`src/rtl/pipe_pkg.sv`:
```
// ---------------------------------------------------------------------------
// pipe_pkg
// Shared definitions for the pipeline forwarding/hazard logic.
//   FWD_*          : ALU operand-select encodings driven to the EX-stage muxes
//   stage_track_t  : what the hazard unit remembers about the instruction
//                    sitting in a pipeline stage (destination, writes, is load)
//   STAGE_BUBBLE   : value loaded into a stage when it holds no instruction
// ---------------------------------------------------------------------------
package pipe_pkg;

  // Register-specifier width baked into stage_track_t. Any instance that
  // overrides REG_ADDR_W must use this same value.
  localparam int PIPE_REG_ADDR_W = 5;

  localparam logic [1:0] FWD_REGFILE = 2'b00;
  localparam logic [1:0] FWD_EXMEM   = 2'b10;
  localparam logic [1:0] FWD_MEMWB   = 2'b01;

  typedef struct packed {
    logic [PIPE_REG_ADDR_W-1:0] rd;
    logic                       wr;
    logic                       ld;
  } stage_track_t;

  localparam stage_track_t STAGE_BUBBLE = '{rd: '0, wr: 1'b0, ld: 1'b0};

endpackage

```
`src/rtl/fwd_select.sv`:
```
// ---------------------------------------------------------------------------
// fwd_select
// Priority compare for one source operand. Picks the youngest in-flight
// producer of the source register: EX stage first, then MEM stage, otherwise
// the register file. Register 0 is hard-wired zero and is never forwarded.
// Ports:
//   en      in  1        operand is actually read (0 forces register file)
//   src     in  ADDR_W   source register specifier in ID
//   ex_rd   in  ADDR_W   destination of the instruction now in EX
//   ex_wr   in  1        EX instruction writes its destination
//   mem_rd  in  ADDR_W   destination of the instruction now in MEM
//   mem_wr  in  1        MEM instruction writes its destination
//   fwd     out 2        operand select (FWD_* encoding)
// ---------------------------------------------------------------------------
import pipe_pkg::*;

module fwd_select #(
  parameter int ADDR_W = 5
) (
  input  logic              en,
  input  logic [ADDR_W-1:0] src,
  input  logic [ADDR_W-1:0] ex_rd,
  input  logic              ex_wr,
  input  logic [ADDR_W-1:0] mem_rd,
  input  logic              mem_wr,
  output logic [1:0]        fwd
);

  always_comb begin
    fwd = FWD_REGFILE;
    // Checking src!=0 is equivalent to checking rd!=0 once the two are equal.
    if (en && (src != '0)) begin
      if (ex_wr && (ex_rd == src)) begin
        fwd = FWD_EXMEM;
      end else if (mem_wr && (mem_rd == src)) begin
        fwd = FWD_MEMWB;
      end
    end
  end

endmodule

```
`src/rtl/forward_hazard_unit.sv`:
```
// ---------------------------------------------------------------------------
// forward_hazard_unit
// Tracks destination registers through EX, MEM and WB, decides in ID where
// each ALU source operand of the ID instruction will come from, and registers
// that decision so ForwardA/ForwardB line up with the instruction once it is
// in EX. Detects load-use hazards (one-cycle Stall), inserts EX bubbles on
// stall/flush/invalid, and keeps a saturating count of stall cycles.
// Ports:
//   Clk, Reset_n               clock (rising edge), synchronous active-low reset
//   ID_Valid, ID_Rs, ID_Rt,    decoded ID instruction: sources, whether Rt
//   ID_UsesRt, ID_Rd,          is read, destination, writes-Rd, is-load
//   ID_RegWrite, ID_MemRead
//   Flush                      kill the ID instruction
//   ForwardA, ForwardB         registered operand selects for the EX instruction
//   Stall                      combinational: hold PC and IF/ID this cycle
//   StallCount                 saturating stall-cycle counter
//   dbg_ex, dbg_mem, dbg_wb    tracking registers, exposed for observation
// ---------------------------------------------------------------------------
import pipe_pkg::*;

module forward_hazard_unit #(
  parameter int REG_ADDR_W = PIPE_REG_ADDR_W,
  parameter int CNT_W      = 16
) (
  input  logic                  Clk,
  input  logic                  Reset_n,
  input  logic                  ID_Valid,
  input  logic [REG_ADDR_W-1:0] ID_Rs,
  input  logic [REG_ADDR_W-1:0] ID_Rt,
  input  logic                  ID_UsesRt,
  input  logic [REG_ADDR_W-1:0] ID_Rd,
  input  logic                  ID_RegWrite,
  input  logic                  ID_MemRead,
  input  logic                  Flush,
  output logic [1:0]            ForwardA,
  output logic [1:0]            ForwardB,
  output logic                  Stall,
  output logic [CNT_W-1:0]      StallCount,
  output stage_track_t          dbg_ex,
  output stage_track_t          dbg_mem,
  output stage_track_t          dbg_wb
);

  stage_track_t ex_q, mem_q, wb_q;
  stage_track_t id_track;
  logic [1:0]   sel_a, sel_b;
  logic         load_use;
  logic         bubble;

  assign id_track = '{rd: ID_Rd, wr: ID_RegWrite, ld: ID_MemRead};

  fwd_select #(.ADDR_W(REG_ADDR_W)) u_sel_a (
    .en     (1'b1),
    .src    (ID_Rs),
    .ex_rd  (ex_q.rd),
    .ex_wr  (ex_q.wr),
    .mem_rd (mem_q.rd),
    .mem_wr (mem_q.wr),
    .fwd    (sel_a)
  );

  fwd_select #(.ADDR_W(REG_ADDR_W)) u_sel_b (
    .en     (ID_UsesRt),
    .src    (ID_Rt),
    .ex_rd  (ex_q.rd),
    .ex_wr  (ex_q.wr),
    .mem_rd (mem_q.rd),
    .mem_wr (mem_q.wr),
    .fwd    (sel_b)
  );

  // A load in EX has no result until the end of MEM, so a dependent ID
  // instruction waits one cycle and then picks the value up from MEM/WB.
  // Flush wins: a killed instruction never stalls.
  assign load_use = ex_q.ld && ex_q.wr && (ex_q.rd != '0) &&
                    ((ex_q.rd == ID_Rs) || (ID_UsesRt && (ex_q.rd == ID_Rt)));
  assign Stall    = ID_Valid && !Flush && load_use;
  assign bubble   = Stall || Flush || !ID_Valid;

  always_ff @(posedge Clk) begin
    if (!Reset_n) begin
      ex_q       <= STAGE_BUBBLE;
      mem_q      <= STAGE_BUBBLE;
      wb_q       <= STAGE_BUBBLE;
      ForwardA   <= FWD_REGFILE;
      ForwardB   <= FWD_REGFILE;
      StallCount <= '0;
    end else begin
      wb_q  <= mem_q;
      mem_q <= ex_q;
      if (bubble) begin
        ex_q     <= STAGE_BUBBLE;
        ForwardA <= FWD_REGFILE;
        ForwardB <= FWD_REGFILE;
      end else begin
        ex_q     <= id_track;
        ForwardA <= sel_a;
        ForwardB <= sel_b;
      end
      if (Stall && (StallCount != {CNT_W{1'b1}})) begin
        StallCount <= StallCount + 1'b1;
      end
    end
  end

  assign dbg_ex  = ex_q;
  assign dbg_mem = mem_q;
  assign dbg_wb  = wb_q;

endmodule
```
`config.mk`:
```
export PLATFORM = sky130hd
export DESIGN_NAME = forward_hazard_unit
export DESIGN_NICKNAME = d
export VERILOG_FILES = /design/src/rtl/pipe_pkg.sv /design/src/rtl/fwd_select.sv /design/src/rtl/forward_hazard_unit.sv
export SDC_FILE = /design/constraint.sdc
export NUM_CORES = 1
export LEC_CHECK = 0
export ABC_AREA = 1
export CAP_MARGIN = 20
export CORE_MARGIN = 2
export CORE_UTILIZATION = 47
export DETAILED_ROUTE_END_ITERATION = 8
export GPL_TIMING_DRIVEN = 1
export PLACE_DENSITY = 0.82
export RECOVER_POWER = 100
export SYNTH_ARGS = -nofsm -noshare
export SYNTH_HDL_FRONTEND = slang
export SYNTH_SLANG_ARGS = --single-unit
```
`constraint.sdc`:
```
create_clock -name Clk -period 2.5 [get_ports Clk]
set_input_delay 0.75 -clock Clk [delete_from_list [all_inputs] [get_ports Clk]]
set_output_delay 0.75 -clock Clk [all_outputs]
set_load 0.005 [all_outputs]
```
Word level (Yosys, flattened, before mapping)
Index checks and enable logic that the tools add are counted.

Add/subtract/negate cells: 1. $mul: 0. Divide/modulo/power cells: 0. Order comparisons: 0. Equal/unequal tests: 5. Shift-type cells: 0. Muxes and demuxes: 4. Bitwise logic cells: 3. Reduce and logical (&&, ||, !) cells: 25.

Operator list (number): 5-bit == test (4); 16-bit by 1-bit adder with 16-bit output (second input constant) (1); 16-bit != test (second input constant) (1); 5-bit nonzero test (3); 1-bit logical AND (12); 4-bit OR reduction (2); 3-bit OR reduction (2); 2-bit 2-to-1 mux (2); 1-bit logical OR (3); 1-bit NOT (3); 1-bit logical NOT (2); 1-bit 2-to-1 mux (2); 2-bit OR reduction (1).

Register bits: 41. Bits in latches: 0. Bits in writable memories: 0. ROM bits: 0. Bits of input ports: 22. Output and inout port bits: 42. Word-level logic and storage cells: 52. Memories: 0.

Depth between registers and ports, before layout
Depth in word-level cells: 8. Mapped depth: 10. Depth with buffers taken out: 10.

Modules after synthesis
A second synthesis with hierarchy kept.

Cell total of the unflattened synthesis: 395. Area total of the unflattened synthesis: 2362.3 um^2.

Modules (own cells, without submodules): forward_hazard_unit (times used 1, cells an instance 291, area an instance 1916.8 um^2, seq. area each 820.8 um^2); fwd_select (times used 2, cells an instance 52, area an instance 222.7 um^2, seq. area each 0.0 um^2).

Worst setup path before layout
No wires, ideal clock.

Path type: input port to output port. Start: input port ID_Rs[0]. End: output port Stall. Arrival time: 1.648 ns. Data required time: 1.750 ns. Path slack: 0.102 ns. Cell stages on the path: 7. Path buffers: 1. Cells stage by stage: xor2_1 nor2_1 nand3_1 a21oi_4 buf_6 nand2_1 inv_1.

Longest elaborated chain between the ends: 4.

RTL lines: from (decl) (RTL line forward_hazard_unit.sv:28) `input logic [REG_ADDR_W-1:0] ID_Rs,`; 5-bit == test (RTL line forward_hazard_unit.sv:76) `((ex_q.rd == ID_Rs) || (ID_UsesRt && (ex_q.rd == ID_Rt)));`; 1-bit logical OR (RTL line forward_hazard_unit.sv:76); 1-bit logical AND (RTL line forward_hazard_unit.sv:75) `assign load_use = ex_q.ld && ex_q.wr && (ex_q.rd != '0) &&`; 1-bit logical AND (RTL line forward_hazard_unit.sv:77) `assign Stall = ID_Valid && !Flush && load_use;`; to (decl) (RTL line forward_hazard_unit.sv:37) `output logic Stall,`.

No other way between the ends.

Final worst setup path
Start: input port ID_Rs[4]. End: output port Stall.

Same word-level chain as after synthesis.

==> flow_summary.toml <==
[run_status]
status = "finished, violations left"
violations = "negative setup slack"

[synth]
syn_avg_cell_area_um2 = 7.48
synth_compound_area_share_pct = 7.03
synth-xor-area-share_pct = 9.93
synth_nets = 306
synth-simple-area-share_pct = 33.0
postSynthCellCount = 283
synth_cell_types = 30
synth_adder_area_share_pct = 0.591
ys_ff_latch = 41
syn_area_um2 = 2120
yosysSeqAreaShare_pct = 38.8
synth_warnings = 0
synth.area.mux_share_pct = 0
synth_top_family_by_area = "simple AND/OR/NAND/NOR gates"

[critical_path]
slowest_stage = "a21oi_4"
worstSetupPathType = "in2out"
cpLargestDelayFamily = "simple AND/OR/NAND/NOR gates"
arrival_ns = 1.82
crit_buf_inv = 3
endpoint_kind = "output pin"
crit_fanout = 2
startpoint_type = "input pin"
path_cells = "buf_8 -> xor2_2 -> nor2_2 -> nand3_2 -> a21oi_4 -> nand2_2 -> inv_2 -> buf_6"
critPathRequiredTime_ns = 1.75
slowest_delay_ns = 0.21

[cells_and_area]
seqCellArea_um2 = 821
fillers = 328
multi_input_area_um2 = 1110
drive_gt1_share_pct = 25.1
instances_no_fill = 435
n_antenna_cell = 0
nNetsFinal = 405
final_common_cell = "nand2_1"
area_growth_syn_to_layout_pct = 50.4
layout_common_cells = "nand2_1 (54), dfxtp_1 (41), inv_1 (38), buf_4 (36), nor2_1 (31)"
final_area_um2 = 3180

[global_routing]
grt_pass1_wl_um = 9600
grt_pass1_vias = 2061
grt_max_degree = 20
grt_overflow = 0
grt_use_total_pct = 23.9
antenna_found_initial = 0

[floorplanning]
die_h_um = 71.1
die_w_um = 71.1
start_util_pct = 48.6
ioPinCount = 64
coreArea_um2 = 4350
die_area_um2 = 5060
rows = 24

[routing]
first_iter_violations = 179
vias = 2188
drc = 0
dr.pass1.iters = 4
drt-vias-per-instance = 5.03
wire_per_inst_um = 13.9
drt.antenna.violating_nets = 0
routed_wl_um = 6050

[place]
place.gp.congestion = 0.892
placedCellCount = 404
dp_hpwl_um = 3910
place_area_um2 = 2880
pre_cts_ws_ns = -0.803
io_buffers = 63

[hold_path]
hold_path.class = "reg2reg"

[flow_run]
maxCapViolations = 0

[clock_tree]
cts_buffers = 5
clk_latency_ns = 0.29
clock_path_buffers = 2
cts-root-buf = "clkbuf_8"
path_clk_slew_ns = 0.08
cts_tree = "yes"
htree_levels = 2
cts.sinks = 41

[power_and_ir_drop]
p_leak_nw = 1.54
power_density_nw_per_um2 = 457
peakVddDrop_mv = 0.295

[timing]
worst_slack_ns = -0.0693
worstMarginPinSlew_ns = 0.754
setup-violations-final = 1
period_needed_ns = 2.57
period_share_pct = 103
grt_setup_unrepaired = "true"
skew_ns = 0.00738
drv_slew = 0
slew_headroom_pct = 49.7
finalHoldViolations = 0
holdWs_ns = 0.444
setup_tns_ns = -0.0693
fmax_mhz = 389
-- logic make-up (layout without fill, tap and decap cells) --
logic type | Yosys count | in the layout
buffers and inverters | 53 | 153
flip-flops | 41 | 41
AND/OR/NAND/NOR | 143 | 143
adder cells (fa/ha/maj) | 1 | 1
AO/OA/AOI/OAI | 21 | 21
XOR/XNOR | 24 | 24
-- registers in the layout, indices dropped and copies added, names as in the netlist --
name,cells
ForwardA,2
ForwardB,2
StallCount,16
dbg_ex,7
dbg_mem,7
dbg_wb,7
-- cells in the mapped netlist, drive strengths merged --
| cell | instances | share of area (%) |
|---|---|---|
| a21oi | 15 | 5.5 |
| buf | 5 | 2.2 |
| clkbuf | 5 | 0.89 |
| dfxtp | 41 | 39 |
| ha | 1 | 0.59 |
| inv | 43 | 7.6 |
| nand2 | 65 | 13 |
| nand3 | 14 | 3.3 |
| nand3b | 1 | 0.35 |
| nand4 | 19 | 6.6 |
| nor2 | 38 | 7.7 |
| nor3 | 4 | 1.5 |
| nor4 | 2 | 0.59 |
| o21ai | 4 | 0.95 |
| o22ai | 2 | 0.59 |
| xnor2 | 8 | 3.3 |
| xor2 | 16 | 6.6 |
-- cell type report --
| cell class | instances | area share [%] |
|---|---|---|
| repair buffers | 102 | 27.9 |
| multi-input cells | 189 | 34.9 |
| well taps | 52 | 2.04 |
| flip-flops and latches | 41 | 25.8 |
| inverters | 43 | 5.07 |
| clock buffers | 5 | 2.16 |
| clock inverters | 3 | 2.04 |
-- routing by layer --
layer	vias to the layer above	track usage [%]	part of all wire, %
met4	0	9.85	1.9
met1	992	30.1	43
li1	1089	-	-
met3	14	4.99	6.0
met5	-	0	0
met2	93	40.0	49
-- through the flow --
stage,total power (W),utilization [%]
3_5_place_dp,0.000808,66.1
2_1_floorplan,0.000730,-
6_report,0.00145,73.1
3_3_place_gp,0.000806,66.1
5_1_grt,0.00150,73.1
4_1_cts,0.00145,71.9
-- repair_timing --
| item | CTS | global route |
|---|---|---|
| gates resized for setup | 49 | 11 |
| pin swaps | 10 | 7 |
| setup buffers | 19 | 4 |
| hold buffers | 0 | 0 |
| setup endpoints to repair | 1 | 1 |
-- final timing paths --
| check | from | end | slack (ns) | depth (start not counted) |
|---|---|---|---|---|
| min reg2reg | dbg_mem[0] | dbg_wb[0] | 0.44 | 2 |
| max reg2reg | dbg_ex[6] | dbg_ex[3] | 0.36 | 9 |
| min | dbg_mem[0] | dbg_wb[0] | 0.44 | 2 |
| max | ID_Rs[4] | Stall | -0.07 | 8 |
-- power breakdown --
part	total (W)	leakage, nW	internal, W	switching (W)
registers	0.000666	0.331	0.000658	0.00000795
logic	0.000164	1.14	0.0000897	0.0000747
clock network	0.000624	0.0681	0.000397	0.000227
-- worst reg2reg max path: cells and delay by family (launching register included) --
| kind | cells | cell delay, ns |
|---|---|---|
| xor gates and xnor gates | 1 | 0.11 |
| DFF | 1 | 0.50 |
| and+or+nand+nor | 5 | 0.80 |
| buffers and inverters | 2 | 0.42 |
| AOI/OAI and AO/OA | 1 | 0.21 |
Power figures use the tool's default switching activity.
